**config.mk**
```make
export PLATFORM = sky130hd
export DESIGN_NAME = priority_event_queue
export DESIGN_NICKNAME = d
export VERILOG_FILES = /design/src/rtl/priority_event_queue.sv
export SDC_FILE = /design/constraint.sdc
export NUM_CORES = 1
export LEC_CHECK = 0
export ABC_AREA = 1
export CELL_PAD_IN_SITES_DETAIL_PLACEMENT = 0
export CELL_PAD_IN_SITES_GLOBAL_PLACEMENT = 1
export CORE_MARGIN = 3
export CORE_UTILIZATION = 25
export DETAILED_ROUTE_END_ITERATION = 6
export GPL_ROUTABILITY_DRIVEN = 0
export PLACE_DENSITY = 0.71
export SETUP_SLACK_MARGIN = 0.02
export SLEW_MARGIN = 20
export SYNTH_ARGS = -nofsm -noshare
export SYNTH_HDL_FRONTEND = slang
export SYNTH_SLANG_ARGS = --single-unit
```
**constraint.sdc**
```tcl
create_clock -name clk -period 1.57 [get_ports clk]
set_clock_uncertainty 0.2 [all_clocks]
set_input_delay 0.314 -clock clk [delete_from_list [all_inputs] [get_ports clk]]
set_output_delay 0.314 -clock clk [all_outputs]
set_load 0.005 [all_outputs]
```
**src/rtl/priority_event_queue.sv**
```systemverilog
// priority_event_queue
//   Collects per-line event strobes into a pending set and serves them one at
//   a time through a single-entry valid/ready output register.
//   Default arbitration is fixed priority (bit 0 highest). Defining the macro
//   PRIO_ROTATE_EN compiles in round-robin arbitration with a rotate pointer.
// Ports:
//   clk        rising-edge clock
//   rst_n      synchronous active-low reset
//   req_in     [WIDTH-1:0] event strobes, ORed into pending every clock
//   out_ready  consumer accepts out_pos when high
//   out_valid  out_pos holds a served request
//   out_pos    [POS_W-1:0] binary index of the served line
//   pending    [WIDTH-1:0] registered set of requests not yet served
//   coalesce   one-cycle pulse when a strobe merged into an already-pending bit
module priority_event_queue #(
  parameter int unsigned WIDTH = 8
) (
  input  logic                     clk,
  input  logic                     rst_n,
  input  logic [WIDTH-1:0]         req_in,
  input  logic                     out_ready,
  output logic                     out_valid,
  output logic [$clog2(WIDTH)-1:0] out_pos,
  output logic [WIDTH-1:0]         pending,
  output logic                     coalesce
);

  localparam int unsigned POS_W = $clog2(WIDTH);

  logic             out_free;
  logic             load;
  logic [POS_W-1:0] win;
  logic [WIDTH-1:0] load_mask;

  // Output register can take a new entry when empty or being consumed now.
  assign out_free  = !out_valid || out_ready;
  assign load      = out_free && (|pending);
  assign load_mask = load ? (WIDTH'(1) << win) : '0;

`ifdef PRIO_ROTATE_EN
  logic [POS_W-1:0] ptr;
  logic [WIDTH-1:0] rot;
  logic [POS_W-1:0] ofs;
  logic [POS_W:0]   sum;

  // Rotate pending so that bit ptr lands at position 0, pick the lowest set
  // bit of the rotated vector, then translate the offset back modulo WIDTH.
  always_comb begin
    logic found;
    rot   = WIDTH'({pending, pending} >> ptr);
    ofs   = '0;
    found = 1'b0;
    for (int unsigned i = 0; i < WIDTH; i++) begin
      if (!found && rot[i]) begin
        ofs   = POS_W'(i);
        found = 1'b1;
      end
    end
    sum = {1'b0, ptr} + {1'b0, ofs};
    if (sum >= (POS_W+1)'(WIDTH)) begin
      sum = sum - (POS_W+1)'(WIDTH);
    end
    win = sum[POS_W-1:0];
  end

  always_ff @(posedge clk) begin
    if (!rst_n) begin
      ptr <= '0;
    end else if (load) begin
      ptr <= (win == POS_W'(WIDTH-1)) ? '0 : win + POS_W'(1);
    end
  end
`else
  always_comb begin
    logic found;
    win   = '0;
    found = 1'b0;
    for (int unsigned i = 0; i < WIDTH; i++) begin
      if (!found && pending[i]) begin
        win   = POS_W'(i);
        found = 1'b1;
      end
    end
  end
`endif

  always_ff @(posedge clk) begin
    if (!rst_n) begin
      pending   <= '0;
      out_valid <= 1'b0;
      out_pos   <= '0;
      coalesce  <= 1'b0;
    end else begin
      // A strobe on the bit being loaded re-arms it as a fresh event.
      pending  <= (pending & ~load_mask) | req_in;
      coalesce <= |(req_in & pending & ~load_mask);
      if (out_free) begin
        out_valid <= load;
        if (load) begin
          out_pos <= win;
        end
      end
    end
  end

endmodule

```
==> results.toml, run 1 <==
[status]
status = "finished, violations left"
violations = "setup timing"

[setup_path]
r2r_slack_ps = -70
cp.arrival_ps = 1630
reg2reg_from = "pending[5]"
timing.rr.end = "out_pos[1]"
crit_required_ps = 1550
endpoint_kind = "flip-flop"
worstPathMaxFanout = 5
crit_type = "flip-flop to flip-flop"
reg2reg_depth = 8
startpoint_type = "flip-flop"

[job]
maxCapViolCount = 0

[yosys]
synth_cells = 106
syn-cell-area_um2 = 722
synth_warnings = 0
synth-seq-cells = 13
synth_cell_type_count = 21
syn_avg_cell_area_um2 = 6.81
ys_seq_area_share_pct = 36.0
synth_nets = 117

[timing]
slew_viol_final = 0
post-route-period-util_pct = 105
slew_headroom_pct = 84.7
hold_violations = 0
grt_setup_unrepaired = "yes"
clock.fmax_ghz = 0.608
setup_viol = 5
final.setup.tns_ps = -274
whs_ps = 298
worst_slack_ps = -74.9
tightest_slew_ps = 229
period_needed_ps = 1640

[place]
dp_slack_ps = -350
post-dp-hpwl_um = 1550
io_buffers = 23
placed_cells = 175

[global_route]
grt_max_degree = 8
globalRouteOverflowTotal = 0
antenna_found_initial = 0
grt_pass1_wl_um = 3820
grt.total_usage_pct = 14.0
first_global_vias = 870

[routing]
post_drt_wl_per_cell_um = 11.5
wl_um = 2160
drc_errors = 0
routed-via-count = 872
drtIter0Drc = 26
viasPerCell = 4.64
antenna_left = 0
firstDrtPassIters = 4

[clock_network]
root_buffer = "clkbuf_4"
clk_latency_ps = 290
cts_buffer_depth = 2
cts_sinks = 13
cts_htree_levels = 1
path_clk_slew_ps = 90
cts_tree = "built"
cts_buffers = 3

[finish]
nNetsFinal = 170
syn2layout_area_growth_pct = 80.4
antenna_cells = 0
drive_gt1_share_pct = 40.5
final_cells = 188
nFillCells = 281

[power_and_ir_drop]
peakVddDrop_mv = 0.507
p_comb_share_pct = 34.3
finalPower_uw = 919
powerDensity_mw_per_mm2 = 706
seq_power_share_pct = 41.5
p_int_uw = 624
p_leak_nw = 0.645
switching_share_pct = 32.1
p_sw_uw = 295
pwr-share-clk_pct = 24.2

[hold_path]
hold-path-cell-count = 2
min_from = "out_pos[1]"
hold_path_end = "out_pos[1]"
hold_class = "flip-flop to flip-flop"

[die]
row_count = 18
core_mm2 = 0.00261
ioPinCount = 24
dieArea_mm2 = 0.00357
initial_core_util_pct = 27.6
die_h_um = 59.7
die_x_um = 59.7
-- layout make-up --
cell class	instances	area [um^2]	area share, %
Multi-Input combinational cell	72	442	33.9
Timing Repair Buffer	48	428	32.9
Sequential cell	13	285	21.9
Inverter	21	83.8	6.44
Tap cell	30	37.5	2.88
Clock buffer	4	26.3	2.02
-- routing by layer --
layer  track usage [%]  vias to the layer above  wire length (um)
li1                  -                      452                 -
met1              17.9                      396               937
met2              22.7                       20              1070
met3              5.83                        4               140
met4              1.90                        0                15
met5                 0                        -                 0
-- timing repair --
action | in CTS | in global routing
pin swaps | 3 | 11
hold buffers | 0 | 0
gates resized for setup | 46 | 8
setup endpoints to repair | 20 | 7
buffers inserted | 6 | 4
-- stage by stage --
stage | utilization [%] | area (um^2)
after floorplan | - | 722
after global placement | 42.5 | 1110
after detailed placement | 42.5 | 1110
after CTS | 47.9 | 1250
after global routing | 49.9 | 1300
final | 49.9 | 1300
-- cell families after synthesis --
logic type / Yosys count / synth area share, %
and+or+nand+nor: 54 / 36.7
buffers and inverters: 21 / 10.9
DFF: 13 / 36.0
AOI/OAI and AO/OA: 18 / 16.3
-- state kept, by name (all words and copies together), names as in the netlist --
name	flops
out_pos	3
pending	8
out_valid	1
coalesce	1
-- layout by cell type (no fill, tap or decap), types with 4 or more instances in the layout --
master	netlist	final
nand3_1	12	10
nand2_2	3	4
nor2_1	13	10
nand4_1	4	4
dlygate4sd2_1	0	13
dfxtp_4	0	5
buf_4	0	20
inv_1	17	14
inv_2	3	4
nor2_2	3	4
dfxtp_2	0	5
nand2_1	16	15
clkdlybuf4s50_1	0	10
a21oi_1	9	7
-- cells in the mapped netlist --
cell type | count | area, um^2
a21oi_1 | 9 | 45.0
a21oi_2 | 1 | 8.76
a31oi_1 | 1 | 6.26
clkinv_1 | 1 | 3.75
dfxtp_1 | 13 | 260
inv_1 | 17 | 63.8
inv_2 | 3 | 11.3
nand2_1 | 16 | 60.1
nand2_2 | 3 | 18.8
nand3_1 | 12 | 60.1
nand3_2 | 1 | 10.0
nand4_1 | 4 | 25.0
nand4_2 | 1 | 12.5
nor2_1 | 13 | 48.8
nor2_2 | 3 | 18.8
nor2_4 | 1 | 11.3
o211ai_1 | 3 | 22.5
o21a_4 | 1 | 15.0
o21ai_0 | 1 | 5.00
o21bai_1 | 1 | 7.51
o31ai_1 | 1 | 7.51
-- critical path, stage by stage, from the launching register on --
cell,delay (ps)
dfxtp_4,360
buf_8,120
buf_4,130
nor2_4,90
nand2_2,70
o21a_4,220
buf_6,130
o211ai_1,180
inv_1,50
-- worst max-delay path by stage --
stage,from,endpoint,slack [ps]
floorplan,pending[7],coalesce,110
global placement,out_ready,coalesce,-350
detailed placement,out_ready,coalesce,-350
CTS,out_ready,coalesce,-50
global route,pending[5],coalesce,-180
finish,pending[5],out_pos[1],-70
-- power groups by stage --
stage | Combinational (mW) | Clock [mW] | Sequential, mW
global route | 0.350 | 0.253 | 0.388
detailed placement | 0.267 | 0 | 0.397
global placement | 0.266 | 0 | 0.397
floorplan | 0.116 | 0 | 0.398
CTS | 0.300 | 0.233 | 0.381
finish | 0.315 | 0.223 | 0.382
No activity file was read; power rests on OpenSTA's default activity.
==> inputs of run 2 (changes only) <==
--- a/config.mk
+++ b/config.mk
@@ -12,6 +12,7 @@
 export CORE_UTILIZATION = 25
 export DETAILED_ROUTE_END_ITERATION = 6
 export GPL_ROUTABILITY_DRIVEN = 0
+export GPL_TIMING_DRIVEN = 0
 export PLACE_DENSITY = 0.71
 export SETUP_SLACK_MARGIN = 0.02
 export SLEW_MARGIN = 20
==> run 2 against run 1 <==
Compared with the run above: the flow still finishes with violations (setup timing); combinational power fell by 10%; hold slack got worse by 6.2 ps; fmax rose by 4.6%; clock-buffer cell count fell by 1; worst setup slack improved by 72 ps; utilization fell by 3.7 points; routed wire length fell by 9.1%; sequential cell count did not move; sequential power barely moved; power fell by 3.5%; critical endpoint is now coalesce.
==> results.toml, run 2 (same netlist as run 1, synthesis figures left out) <==
[status]
status = "finished, violations left"
violations = "setup timing"

[clock_network]
cts_htree_levels = 1
ctsHoldBuffers = 0
clk_latency_ps = 280
path_clk_slew_ps = 90
cts_buffer_depth = 2
cts_tree = "built"
root_buffer = "clkbuf_4"
cts_buffers = 3
cts_sinks = 13

[setup_path]
cp.arrival_ps = 1560
startpoint_type = "input port"
endpoint_kind = "flip-flop"
path_cells = "clkdlybuf4s50_1, inv_1, nand2_2, o21a_4, nand3_2, o21bai_1, nand4_1, nand2_1, inv_1"
crit_buf_inv = 3
crit_path_frequent_cell = "inv_1"
worstPathMaxFanout = 7
max_stage_delay_ps = 450
crit_type = "input port to flip-flop"
cp_top_family = "buffers and inverters"
crit_required_ps = 1560
r2r_slack_ps = -3
slowest_stage = "clkdlybuf4s50_1"

[finish]
final_cells = 178
largest_reg_flops = 8
reg_top3 = "pending: 8 flops, out_pos: 3 flops"
nNetsFinal = 160
nFillCells = 280
design_area_mm2 = 0.00121
drive_gt1_share_pct = 37.8
syn2layout_area_growth_pct = 67.1
top_register = "pending"
antenna_cells = 0
layout_common_cells = "inv_1 (13), nand2_1 (13), nand3_1 (11), dlygate4sd2_1 (11), buf_4 (11)"
fin_util_pct = 46.2

[timing]
slew_viol_final = 0
grt_setup_unrepaired = "yes"
clock.fmax_ghz = 0.636
final.setup.tns_ps = -2.85
slew_headroom_pct = 80.6
setup_viol = 1
period_needed_ps = 1570
hold_violations = 0
post-route-period-util_pct = 100
worst_slack_ps = -2.85
tightest_slew_ps = 288

[power_and_ir_drop]
peakVddDrop_mv = 0.605
p_leak_nw = 0.600
powerDensity_mw_per_mm2 = 735

[die]
die_h_um = 59.7
row_count = 18
dieArea_mm2 = 0.00357
ioPinCount = 24
initial_core_util_pct = 27.6
core_mm2 = 0.00261
die_x_um = 59.7

[routing]
drc_errors = 0
post_drt_wl_per_cell_um = 11.0
wl_um = 1960
firstDrtPassIters = 4
routed-via-count = 828
viasPerCell = 4.65
antenna_left = 0
drtIter0Drc = 12

[global_route]
globalRouteOverflowTotal = 0
grt_max_degree = 10
grt_pass1_wl_um = 3280
grt.total_usage_pct = 12.0
antenna_found_initial = 0
first_global_vias = 764

[place]
dpl_cell_area_um2 = 990
dp_slack_ps = -415
placed_cells = 159
io_buffers = 23
post-dp-hpwl_um = 1380

[job]
maxCapViolCount = 0

[hold_path]
hold_class = "flip-flop to flip-flop"
-- run 2: cell types whose count changed in the layout (fill, tap and decap cells not counted), moves of 2 or more --
cell,change
inv_2,+2
nor2_2,+2
buf_8,-2
clkdlybuf4s15_1,+2
dfxtp_4,+3
dlygate4sd2_1,-2
dfxtp_2,-3
nand2_1,-2
buf_4,-9
nand2_2,+2
-- run 2: report_power, final --
group / switching [mW] / internal, mW
clock: 0.124 / 0.0946
combinational: 0.132 / 0.152
sequential: 0.0285 / 0.357
-- run 2: worst paths after layout --
kind,startpoint,to,cells after the start
min reg2reg,out_pos[2],out_pos[2],2
min,out_pos[2],out_pos[2],2
max,out_ready,coalesce,9
max reg2reg,pending[0],coalesce,11
-- run 2: timing repair --
| action | 4_1_cts | 5_1_grt |
|---|---|---|
| pin swaps | 7 | 17 |
| setup endpoints to repair | 15 | 7 |
| buffers inserted | 14 | 4 |
| gates resized for setup | 41 | 11 |
-- run 2: per-stage QoR --
step	total power, mW	hold slack [ps]
final	0.887	292
after global routing	0.951	332
after CTS	0.881	302
after detailed placement	0.624	286
after global placement	0.622	282
after floorplan	0.514	212
-- run 2: cell type report --
class	instances	area (um^2)	share of cell area, %
Sequential cell	13	293	24.3
Clock buffer	3	22.5	1.87
Inverter	21	81.3	6.74
Timing Repair Buffer	38	353	29.3
Clock inverter	1	5.00	0.415
Tap cell	30	37.5	3.11
Multi-Input combinational cell	72	414	34.3
-- run 2: layer usage --
| layer | up-vias | global-route usage, % | share of wire [%] |
|---|---|---|---|
| met1 | 366 | 14.1 | 45 |
| met2 | 22 | 19.9 | 46 |
| li1 | 436 | - | - |
| met5 | - | 0 | 0 |
| met3 | 4 | 5.83 | 8.2 |
| met4 | 0 | 1.90 | 1.1 |
-- run 2: worst reg2reg max path, cell delays in order, from the launching register on --
cell and delay, ps:
dfxtp_4 360, buf_4 140, inv_1 80, nand2_2 80
nor2_2 100, nand3_1 90, nand2_1 80, nand2_1 50
nor2_2 90, nand4_1 100, nand2_1 70, inv_1 40
==> inputs of run 3 (changes only) <==
--- a/config.mk
+++ b/config.mk
@@ -13,7 +13,7 @@
 export DETAILED_ROUTE_END_ITERATION = 6
 export GPL_ROUTABILITY_DRIVEN = 0
 export GPL_TIMING_DRIVEN = 0
-export PLACE_DENSITY = 0.71
+export PLACE_DENSITY_LB_ADDON = 0.1
 export SETUP_SLACK_MARGIN = 0.02
 export SLEW_MARGIN = 20
 export SYNTH_ARGS = -nofsm -noshare
==> run 3 against run 2 <==
Compared with the run above: the flow still finishes with violations (setup timing); cell area is 3.5% higher; sequential share of layout area is 0.73 points lower; global-route usage is 0.78 points higher; sequential power hardly changed; power hardly changed; first-iteration DRC count is 67% higher; critical path type is now flip-flop to flip-flop; critical endpoint unchanged.
==> results.toml, run 3 (same netlist as run 1, synthesis figures left out) <==
[timing]
period_needed_ps = 1600
slew_viol_final = 0
worst_slack_ps = -31.3
grt_setup_unrepaired = "yes"
setup_viol = 1
final.setup.tns_ps = -31.3
clock.fmax_ghz = 0.624
tightest_slew_ps = 336
whs_ps = 274
slew_headroom_pct = 77.4
hold_violations = 0
post-route-period-util_pct = 102

[hold_path]
hold-path-cell-count = 2
hold_class = "flip-flop to flip-flop"

[die]
row_count = 18
ioPinCount = 24
die_x_um = 59.7
core_mm2 = 0.00261
initial_core_util_pct = 27.6
dieArea_mm2 = 0.00357
die_h_um = 59.7

[status]
violations = "setup timing"
status = "finished, violations left"

[finish]
antenna_cells = 0
layout_common_cells = "inv_1 (14), nand2_1 (14), buf_4 (13), dlygate4sd2_1 (11)"
syn2layout_area_growth_pct = 73.0
largest_reg_flops = 8
nNetsFinal = 163
multiInputGateArea_um2 = 434
nFillCells = 275
reg_top3 = "pending: 8 flops, out_pos: 3 flops"
top_register = "pending"
design_area_mm2 = 0.00125
final_cells = 181
regArea_um2 = 294
drive_gt1_share_pct = 37.7

[global_route]
antenna_found_initial = 0
grt.total_usage_pct = 12.8
globalRouteOverflowTotal = 0
first_global_vias = 811
grt_pass1_wl_um = 3420
grt_max_degree = 10

[routing]
routed-via-count = 842
drc_errors = 0
firstDrtPassIters = 4
antenna_left = 0
wl_um = 1990
drtIter0Drc = 20
post_drt_wl_per_cell_um = 11.0
viasPerCell = 4.65

[clock_network]
cts_sinks = 13
cts_buffer_depth = 2
path_clk_slew_ps = 80
cts_buffers = 3
clk_latency_ps = 270
cts_htree_levels = 1
root_buffer = "clkbuf_4"
cts_tree = "built"

[setup_path]
crit_type = "flip-flop to flip-flop"
cp.arrival_ps = 1580
reg2reg_depth = 7
endpoint_kind = "flip-flop"
crit_required_ps = 1550
startpoint_type = "flip-flop"
worstPathMaxFanout = 5

[power_and_ir_drop]
seq_power_share_pct = 43.2
powerDensity_mw_per_mm2 = 710
switching_share_pct = 31.2
p_leak_nw = 0.619
p_comb_share_pct = 33.2
p_int_uw = 609
p_sw_uw = 277
pwr-share-clk_pct = 23.6
peakVddDrop_mv = 0.380

[place]
post-dp-hpwl_um = 1360
dp_slack_ps = -436
io_buffers = 23
placed_cells = 159
dpl_cell_area_um2 = 990

[job]
maxCapViolCount = 0
==> run 3: metal layers <==
metal | part of all wire, % | global-route usage (%) | vias up
met3 | 6.0 | 3.89 | 2
met5 | 0 | 0 | -
met1 | 44 | 15.4 | 374
met2 | 49 | 22.1 | 26
li1 | - | - | 440
met4 | 0.65 | 2.85 | 0
==> run 3: power groups by stage <==
stage / clock [mW] / sequential (mW) / combinational, mW
2_1_floorplan: 0 / 0.398 / 0.116
3_3_place_gp: 0 / 0.399 / 0.225
3_5_place_dp: 0 / 0.400 / 0.224
4_1_cts: 0.220 / 0.383 / 0.261
5_1_grt: 0.235 / 0.389 / 0.332
6_report: 0.209 / 0.383 / 0.294
==> run 3: worst paths after layout <==
path                            slack [ps]          to        from
worst min register to register         270  out_pos[2]  out_pos[2]
worst max-delay path                   -30    coalesce  pending[5]
worst max register to register         -30    coalesce  pending[5]
worst min-delay path                   270  out_pos[2]  out_pos[2]
==> run 3: repair_timing <==
item | in CTS | in global routing
hold endpoints to repair | 0 | 0
gates cloned | 0 | 0
pin swaps | 6 | 7
gates resized for setup | 42 | 16
hold buffers | 0 | 0
setup buffers | 16 | 5
setup endpoints to repair | 15 | 9
==> run 3: layout make-up <==
class	instances	share of cell area, %
Sequential cell	13	23.5
Multi-Input combinational cell	72	34.8
Inverter	21	6.91
Tap cell	30	3.01
Clock buffer	4	2.10
Timing Repair Buffer	41	29.7
==> run 3: critical path, stage by stage (launching register included) <==
cell and delay, ps:
dfxtp_4 350, buf_6 130, o31ai_1 330, nand3_2 140, o21bai_1 160, nand4_1 90
nand2_1 70, inv_1 40
==> run 3: metrics by stage <==
step,utilization (%),power (mW)
after global routing,47.8,0.956
after CTS,44.7,0.863
final,47.8,0.886
after floorplan,-,0.514
after detailed placement,37.9,0.625
after global placement,37.9,0.623
